--- src/rtl/regdump_tx.sv ---
//------------------------------------------------------------------------------
// regdump_tx
//   Serialises a four-entry register file over an 8N1 UART-style line.
//   A dump sends HEADER followed by r0..r3, back to back with no idle gap.
//   Each register is read once, at the edge that loads its frame.
//
// Ports
//   clock    in   1  single clock, rising edge
//   reset    in   1  asynchronous, active-high reset
//   start    in   1  request one dump (ignored while busy)
//   rd_addr  out  2  register-file read address (registered)
//   rd_data  in   8  register-file read data for rd_addr (combinational)
//   tx       out  1  serial line, idle high (registered)
//   busy     out  1  high while a dump is in progress
//   done     out  1  one-cycle pulse when a dump completes
//
// Revision: 1.0 - initial release
//------------------------------------------------------------------------------
`timescale 1ns/1ps
`default_nettype none

module regdump_tx #(
  parameter int         CLKS_PER_BIT = 16,
  parameter logic [7:0] HEADER       = 8'hA5
) (
  input  logic       clock,
  input  logic       reset,
  input  logic       start,
  output logic [1:0] rd_addr,
  input  logic [7:0] rd_data,
  output logic       tx,
  output logic       busy,
  output logic       done
);

  localparam int            CW       = (CLKS_PER_BIT > 1) ? $clog2(CLKS_PER_BIT) : 1;
  localparam logic [CW-1:0] BIT_LAST = CW'(CLKS_PER_BIT - 1);

  typedef enum logic [1:0] {
    IDLE  = 2'd0,
    START = 2'd1,
    DATA  = 2'd2,
    STOP  = 2'd3
  } state_t;

  state_t        state_q, state_d;
  logic [CW-1:0] cnt_q, cnt_d;       // cycles within the current bit
  logic [2:0]    bit_q, bit_d;       // data bit index
  logic [2:0]    byte_q, byte_d;     // frames already loaded after HEADER
  logic [7:0]    shift_q, shift_d;
  logic [1:0]    rd_addr_q, rd_addr_d;
  logic          tx_q, tx_d;
  logic          busy_q, busy_d;
  logic          done_q, done_d;

  logic          bit_end;

  assign bit_end = (cnt_q == BIT_LAST);

  always_ff @(posedge clock or posedge reset) begin
    if (reset) begin
      state_q   <= IDLE;
      cnt_q     <= '0;
      bit_q     <= '0;
      byte_q    <= '0;
      shift_q   <= '0;
      rd_addr_q <= '0;
      tx_q      <= 1'b1;
      busy_q    <= 1'b0;
      done_q    <= 1'b0;
    end else begin
      state_q   <= state_d;
      cnt_q     <= cnt_d;
      bit_q     <= bit_d;
      byte_q    <= byte_d;
      shift_q   <= shift_d;
      rd_addr_q <= rd_addr_d;
      tx_q      <= tx_d;
      busy_q    <= busy_d;
      done_q    <= done_d;
    end
  end

  always_comb begin
    state_d   = state_q;
    cnt_d     = bit_end ? '0 : cnt_q + CW'(1);
    bit_d     = bit_q;
    byte_d    = byte_q;
    shift_d   = shift_q;
    rd_addr_d = rd_addr_q;
    tx_d      = tx_q;
    busy_d    = busy_q;
    done_d    = 1'b0;

    case (state_q)
      IDLE: begin
        // Hold the bit counter at zero so the first start bit is a full period.
        cnt_d = '0;
        if (start) begin
          state_d   = START;
          busy_d    = 1'b1;
          tx_d      = 1'b0;
          shift_d   = HEADER;
          byte_d    = '0;
          rd_addr_d = '0;
        end
      end

      START: begin
        if (bit_end) begin
          state_d = DATA;
          tx_d    = shift_q[0];
          shift_d = {1'b0, shift_q[7:1]};
          bit_d   = '0;
        end
      end

      DATA: begin
        if (bit_end) begin
          if (bit_q == 3'd7) begin
            state_d = STOP;
            tx_d    = 1'b1;
          end else begin
            tx_d    = shift_q[0];
            shift_d = {1'b0, shift_q[7:1]};
            bit_d   = bit_q + 3'd1;
          end
        end
      end

      STOP: begin
        if (bit_end) begin
          if (byte_q < 3'd4) begin
            // Snapshot the addressed register here; later writes cannot
            // disturb this frame. rd_addr wraps 3->0 after the last load.
            state_d   = START;
            shift_d   = rd_data;
            rd_addr_d = rd_addr_q + 2'd1;
            byte_d    = byte_q + 3'd1;
            tx_d      = 1'b0;
          end else begin
            state_d = IDLE;
            busy_d  = 1'b0;
            done_d  = 1'b1;
            tx_d    = 1'b1;
          end
        end
      end

      default: begin
        state_d = IDLE;
      end
    endcase
  end

  assign rd_addr = rd_addr_q;
  assign tx      = tx_q;
  assign busy    = busy_q;
  assign done    = done_q;

endmodule

`default_nettype wire

--- config.mk ---
export PLATFORM = sky130hd
export DESIGN_NAME = regdump_tx
export DESIGN_NICKNAME = d
export VERILOG_FILES = /design/src/rtl/regdump_tx.sv
export SDC_FILE = /design/constraint.sdc
export NUM_CORES = 1
export LEC_CHECK = 0
export BUFFER_PORTS_ARGS = -buffer_cell sky130_fd_sc_hd__buf_2
export CAP_MARGIN = 20
export CORE_MARGIN = 10
export CORE_UTILIZATION = 50
export DETAILED_ROUTE_END_ITERATION = 6
export GPL_TIMING_DRIVEN = 0
export PLACE_DENSITY = 0.72
export SYNTH_ARGS = -nofsm -noshare
export SYNTH_HDL_FRONTEND = slang
export SYNTH_SLANG_ARGS = --single-unit
--- constraint.sdc ---
create_clock -name clock -period 1.6 [get_ports clock]
set_input_delay 0.32 -clock clock [delete_from_list [all_inputs] [get_ports clock]]
set_output_delay 0.32 -clock clock [all_outputs]
set_load 0.005 [all_outputs]
* After elaboration in Yosys (flattened, before gate mapping)
Index checks and enable logic that the tools add are counted.
Operators by class: add/subtract/negate cells 4, order comparisons 1, eq/ne operators 13, mux-type cells 41, reductions and logical operators 9
Operators with widths (count):
- 8-bit two-way mux | 6
- 8-bit case mux with 4 select lines | 1
- 3-bit two-way mux | 6
- 2-bit two-way mux | 8
- 2-bit inequality test (second input constant) | 8
- 4-bit AND reduction | 4
- 1-bit two-way mux | 12
- 3-bit case mux with 2 select lines | 2
- 4-bit two-way mux | 2
- 2-bit case mux with 4 select lines | 1
- 3-bit by 1-bit adder with 3-bit output (second input constant) | 2
- 6-bit AND reduction | 1
- 5-bit AND reduction | 1
- 4-bit by 1-bit adder with 4-bit output (second input constant) | 1
- 2-bit equality test (second input constant) | 2
- 4-bit equality test (second input constant) | 1
- 1-bit case mux with 4 select lines | 1
- 2-bit case mux with 2 select lines | 1
- 2-bit nonzero test | 2
- 3-bit equality test (second input constant) | 1
- 3-bit less-than comparator (second input constant) | 1
- 2-bit by 1-bit adder with 2-bit output (second input constant) | 1
- 2-bit by 1-bit equality test with 1-bit output (second input constant) | 1
- 2-bit logical NOT | 1
- 1-bit case mux with 2 select lines | 1
Storage, ports and cells: bits in registers 25, output and inout port bits 5

* Longest topological paths before layout
Gate-level depths: netlist of run 1.
depth in word-level cells 4, gate-level depth with buffers 6, gate-level depth less buffers 5

* Worst setup path after synthesis of run 1
Ideal clock, no wire load.
kind register to register, start reg state_q[0], end reg shift_q[0], library setup time 0.125 ns, arrival 1.523 ns, slack -0.048 ns, cell stages (with the launch flop) 6, path buffers 0, clock period less this slack 1.648 ns, path through dfrtp_1 inv_1 ha_1 nor3_4 o211ai_4 mux2_4
On the way: longest elaborated chain between the ends 3, elaborated cells between the ends (all ways) 12
Ends and longest elaborated chain:
- start, declared | RTL line 46 | state_t state_q, state_d;
- start signal, assigned | RTL line 72 | state_q <= state_d;
- 2-bit equality test, or another cell as far along | RTL line 95 | case (state_q)
- 2-bit inequality test (no source line)
- 6-bit AND reduction (no source line)
- end signal, assigned | RTL line 76 | shift_q <= shift_d;
- end, declared | RTL line 50 | logic [7:0] shift_q, shift_d;
Parallel ways exist; a longest one is shown, timed or not. A chain may end at the register's enable or synchronous reset.

* Worst setup path in the final report of run 1
start reg state_q[0], end reg shift_q[2]
Same word-level chain as after synthesis.

==> results of run 1 <==
worst paths after layout:
path                                 start    endpoint  depth (start not counted)
worst max-delay path            state_q[0]  shift_q[2]                          6
worst min-delay path                 reset  rd_addr[1]                          2
worst max register to register  state_q[0]  shift_q[2]                          6
worst min register to register  shift_q[6]  shift_q[6]                          1
max in group asynchronous            reset  state_q[0]                          2
min in group clock              rd_data[1]  shift_q[1]                          3
placed cells by master, fill, tap and decap left out, types with 2 or more instances in the layout:
master / instances
nor2_1: 5
clkbuf_4: 3
o2bb2ai_1: 7
buf_4: 13
buf_2: 17
inv_1: 5
nand2_1: 2
and3_1: 4
nor2b_1: 6
a21oi_1: 6
buf_6: 3
a221o_1: 7
and2_1: 3
a22oi_1: 5
dfrtp_1: 22
nand2b_1: 3
ha_4: 4
ha_1: 3
ha_2: 2
dfrtp_2: 2
mux2_4: 5
o21ai_0: 7
report_power, final:
group	switching, µW	total (µW)	internal (µW)
Sequential	0	632	632
Clock	211	307	95.9
Combinational	17.6	27.0	9.41
Total	229	966	737
timing repair:
action	CTS	global route
buffers inserted	7	7
resized for setup	13	6
setup endpoints to repair	15	15
pin swaps	5	5
sequential cells by signal (all words and copies together), names as in the netlist, 2 cells and up:
name and cells:
shift_q 8, cnt_q 4, bit_q 3, byte_q 3, rd_addr 2, state_q 2
through the flow:
stage               utilization, %  power (µW)  setup TNS, ps  hold WS, ps
CTS                           61.7         960           -301          209
detailed placement            56.6         672          -1680          481
global placement              56.6         671           -932          471
floorplan                        -         655              0          347
global route                  64.4         999          -1300          213
finish                        64.4         966           -640          159
cell type report:
class	instances	area, µm²
timing repair buffer	29	184
clock buffer	3	22.5
multi-input combinational	89	827
buffer	5	37.5
sequential	25	629
clock inverter	1	7.51
tap	31	38.8
inverter	7	28.8
fill	212	982
per-layer routing:
metal  GRT usage [%]  vias up
li1                -      545
met1            15.2      568
met2            20.3       30
met3            2.02       10
met4            7.04        0
met5               0        -
logic make-up after synthesis:
group | count (synthesis)
compound gates | 41
simple gates | 32
flops | 25
buf+inv | 13
fa+ha+maj | 9
mux | 6
xor+xnor | 1
==> impl_metrics.json, run 1 <==
{
  "status": "complete, but fails checks",
  "violations": "negative setup slack",
  "synth_commonest_cells": "dfrtp_1, ha_1",
  "stdcell_area_mm2": 0.00178,
  "synth-edff-count": 0,
  "drive_above_1_share_pct": 39.6,
  "htree_levels": 1,
  "synth_top_area_share_pct": 41.7,
  "synth_mux_area_share_pct": 5.91,
  "clockBufferDepth": 2,
  "drt_iter0_drc": 75,
  "track_usage_pct": 12.5,
  "io_pins": 16,
  "cts_num_sinks": 25,
  "syn_area_mm2": 0.00144,
  "ys.flop_type": "dfrtp_1",
  "min_period_ps": 1710,
  "slew-limit-headroom_pct": 37.6,
  "wl_per_cell_um": 17.4,
  "dpl.hpwl_mm": 2.28,
  "grt_max_degree": 26,
  "fp-row-count": 19,
  "power_density_mw_per_mm2": 544,
  "postSynthCellCount": 127,
  "leakagePower_uw": 0.000821,
  "synth_top_family_by_area": "compound AO/OA/AOI/OAI gates",
  "dp_cells": 173,
  "drv_cap": 0,
  "root_buffer": "clkbuf_4",
  "cp-end-kind": "register",
  "remaining_drc_errors": 0,
  "path_buf_inv": 2,
  "layout-area-overhead-vs-synth_pct": 23.3,
  "synthSimpleGateAreaFrac_pct": 14.2,
  "fmax_mhz": 586,
  "hold_buffers": 0,
  "period_share_pct": 107,
  "nNetsFinal": 180,
  "max_slew.worst_pin.slew_ps": 934,
  "post-synth-top-area-cell": "dfrtp_1",
  "post-synth-top-count-cell": "dfrtp_1",
  "die_h_um": 73.7,
  "antenna_found_initial": 0,
  "synth_xor_area_share_pct": 0.608,
  "path_max_fanout": 7,
  "gp_congestion": 0.803,
  "die_width_um": 73.7,
  "num_antenna_cells": 0,
  "yosysWarnings": 0,
  "cts_buffers": 3,
  "final_cell_count_no_fill": 190,
  "vias": 1153,
  "hold_path_class": "in2async",
  "slew_violations": 0,
  "syn-num-nets": 147,
  "async_flop_share_pct": 100,
  "post-place-ws_ps": -158,
  "detail-route-antenna-nets": 0,
  "first_pass_iters": 4,
  "crit_required_ps": 1850,
  "dr_wl_met3_um": 120,
  "grt_pass1_vias": 1128,
  "setup_viol": 12,
  "start_kind": "register",
  "worst_path_max_delay_cell": "dfrtp_2",
  "highest_layer": "met4",
  "ys_seq_area_share_pct": 43.5,
  "ys_ff_latch": 25,
  "crit_arrival_ps": 1950,
  "regToRegSetupSlack_ps": -110,
  "synth_adder_area_share_pct": 7.82,
  "grt_pass1_wl_mm": 5.41,
  "cts_tree": "built",
  "ys_types": 40,
  "clk_pin_slew_worst_paths_ps": 160,
  "die-area_mm2": 0.00543,
  "synth_compound_area_share_pct": 23.6,
  "vias_per_cell": 6.07,
  "synth_area_leaders": "dfrtp_1, ha_1, mux2_4",
  "io_buffers": 15,
  "insertion_delay_ps": 340,
  "path_cells": "inv_4 > ha_4 > nor3_4 > buf_6 > o211ai_4 > mux2_4",
  "overflow": 0,
  "finalHoldViolCount": 0,
  "wl_met1_mm": 1.47,
  "path_delay_family": "flip-flops",
  "placed_cell_area_mm2": 0.00156,
  "rsz0062_at_grt": "true",
  "initial_core_util_pct": 52.2,
  "drt-total-wl_mm": 3.30,
  "max_stage_delay_ps": 500,
  "fin_skew_ps": 17.3,
  "dr_wl_met2_mm": 1.63,
  "avgSynthCellArea_um2": 11.3,
  "core-area_mm2": 0.00276,
  "finalWorstSetupSlack_ps": -106,
  "ir_worst_vdd_v": 0.000435,
  "path_class": "reg2reg"
}
(Power assumes the default switching activity.)
==> inputs of run 2 (changes only) <==
==> constraint.sdc (replaced) <==
create_clock -name clock -period 1.6 [get_ports clock]
set_input_delay 0.08 -clock clock [delete_from_list [all_inputs] [get_ports clock]]
set_output_delay 0.08 -clock clock [all_outputs]
set_load 0.005 [all_outputs]
==> run 2 against run 1 <==
  * The flow still finishes with violations (negative setup slack)
  * Core utilization rose by 0.36 points
  * Combinational power rose by 7%
  * Sequential power barely moved
  * Non-clock buffer count rose by 1
  * Design area rose by 0.56%
  * Setup slack got worse by 1.2 ps
  * Largest cell class unchanged
  * Largest power group unchanged
  * Highest routed layer unchanged
==> impl_metrics.json, run 2 (synthesis gave the netlist of run 1 again) <==
{
  "endpoint": "shift_q[2]",
  "gp_congestion": 0.803,
  "crit_arrival_ps": 1950,
  "timing.rr.end": "shift_q[2]",
  "multi_input_area_um2": 827,
  "fp-row-count": 19,
  "finalWorstSetupSlack_ps": -107,
  "cts_tree": "built",
  "path_delay_family": "flip-flops",
  "regArea_um2": 629,
  "final_cell_mix": "dfrtp_1, buf_2, buf_4",
  "slew_violations": 0,
  "drive_above_1_share_pct": 39.4,
  "post-place-ws_ps": -158,
  "layout-area-overhead-vs-synth_pct": 24.0,
  "final_cell_count_no_fill": 191,
  "utilization_pct": 64.7,
  "core-area_mm2": 0.00276,
  "nNetsFinal": 181,
  "die-area_mm2": 0.00543,
  "rsz0062_at_grt": "true",
  "grt_max_degree": 26,
  "vias": 1152,
  "dpl.hpwl_mm": 2.28,
  "violations": "negative setup slack",
  "hold_path_class": "in2reg",
  "crit_required_ps": 1850,
  "grt_pass1_wl_mm": 5.42,
  "finalHoldViolCount": 0,
  "insertion_delay_ps": 340,
  "cp-end-kind": "register",
  "slew-limit-headroom_pct": 37.7,
  "ir_worst_vdd_v": 0.000435,
  "drv_cap": 0,
  "die_width_um": 73.7,
  "regMostFlops": "shift_q",
  "detail-route-antenna-nets": 0,
  "clockBufferDepth": 2,
  "period_share_pct": 107,
  "overflow": 0,
  "layout_commonest_cell": "dfrtp_1",
  "fin_skew_ps": 16.7,
  "biggestRegsByFlops": "shift_q x8, cnt_q x4",
  "wl_per_cell_um": 17.3,
  "antenna_found_initial": 0,
  "remaining_drc_errors": 0,
  "start_kind": "register",
  "regToRegSetupSlack_ps": -110,
  "clk_pin_slew_worst_paths_ps": 160,
  "dp_cells": 173,
  "worst_path_max_delay_cell": "dfrtp_2",
  "num_antenna_cells": 0,
  "r2r_cells": 6,
  "drt_iter0_drc": 61,
  "vias_per_cell": 6.03,
  "io_buffers": 15,
  "max_stage_delay_ps": 500,
  "power_density_mw_per_mm2": 543,
  "cts_buffers": 3,
  "fill_cells": 211,
  "largest_reg_flops": 8,
  "min_period_ps": 1710,
  "critPathLaunch": "state_q[0]",
  "cts_num_sinks": 25,
  "fmax_mhz": 586,
  "path_cells": "inv_4 > ha_4 > nor3_4 > buf_6 > o211ai_4 > mux2_4",
  "io_pins": 16,
  "htree_levels": 1,
  "setup_viol": 12,
  "initial_core_util_pct": 52.2,
  "root_buffer": "clkbuf_4",
  "first_pass_iters": 4,
  "leakagePower_uw": 0.000825,
  "path_class": "reg2reg",
  "die_h_um": 73.7,
  "track_usage_pct": 12.5,
  "grt_pass1_vias": 1131,
  "crit_cells": 6,
  "r2r_start": "state_q[0]",
  "path_buf_inv": 2,
  "path_max_fanout": 7,
  "status": "complete, but fails checks",
  "drt-total-wl_mm": 3.30,
  "max_slew.worst_pin.slew_ps": 934
}
-- run 2: cell types whose count changed in the layout (fill, tap and decap cells not counted), sizes merged --
| cell | previous run | this run |
|---|---|---|
| dlygate4sd3 | 0 | 1 |
-- run 2: report_power, final --
| part | internal (µW) | switching, µW |
|---|---|---|
| clock | 95.9 | 212 |
| combinational | 11.0 | 17.9 |
| sequential | 632 | 0 |
-- run 2: through the flow --
stage          TNS (ps)  total power [µW]  instance area (µm²)  hold slack [ps]
6_report           -651               969                 1790             16.2
5_1_grt           -1300              1000                 1790             36.5
4_1_cts            -301               962                 1710             28.5
3_5_place_dp      -1680               672                 1560              334
3_3_place_gp       -932               671                 1560              318
2_1_floorplan         0               655                 1450              107
-- run 2: final cells by class --
class | instances | area share [%]
clock buffer | 3 | 1.26
timing repair buffer | 30 | 10.9
multi-input combinational | 89 | 46.3
buffer | 5 | 2.10
clock inverter | 1 | 0.420
tap | 31 | 2.17
sequential | 25 | 35.2
inverter | 7 | 1.61
-- run 2: what timing repair did --
action / CTS / global route
setup endpoints to repair: 15 / 15
pin swaps: 5 / 5
cloned: 0 / 0
hold buffers: 1 / 0
gates resized for setup: 13 / 6
hold endpoints to repair: 24 / 0
setup buffers: 7 / 7
-- run 2: worst min path at each step --
| stage | slack [ps] | endpoint | startpoint | depth (start not counted) |
|---|---|---|---|---|
| after floorplan | 110 | bit_q[0] | reset | 1 |
| after global placement | 320 | rd_addr[0] | reset | 2 |
| after detailed placement | 330 | rd_addr[0] | reset | 2 |
| after CTS | 30 | shift_q[1] | rd_data[1] | 3 |
| after global routing | 40 | shift_q[1] | rd_data[1] | 3 |
| final | 20 | shift_q[1] | rd_data[1] | 3 |
-- run 2: tightest hold or removal path: cells and delay by family --
family | cells | cell delay [ps]
buf+inv | 1 | 80
compound gates | 2 | 170
-- run 2: routing by layer --
| layer | up-vias | part of all wire, % | GRT usage [%] |
|---|---|---|---|
| li1 | 545 | - | - |
| met4 | 0 | 2.4 | 7.04 |
| met5 | - | 0 | 0 |
| met3 | 10 | 3.5 | 2.02 |
| met2 | 26 | 50 | 20.3 |
| met1 | 571 | 44 | 15.3 |
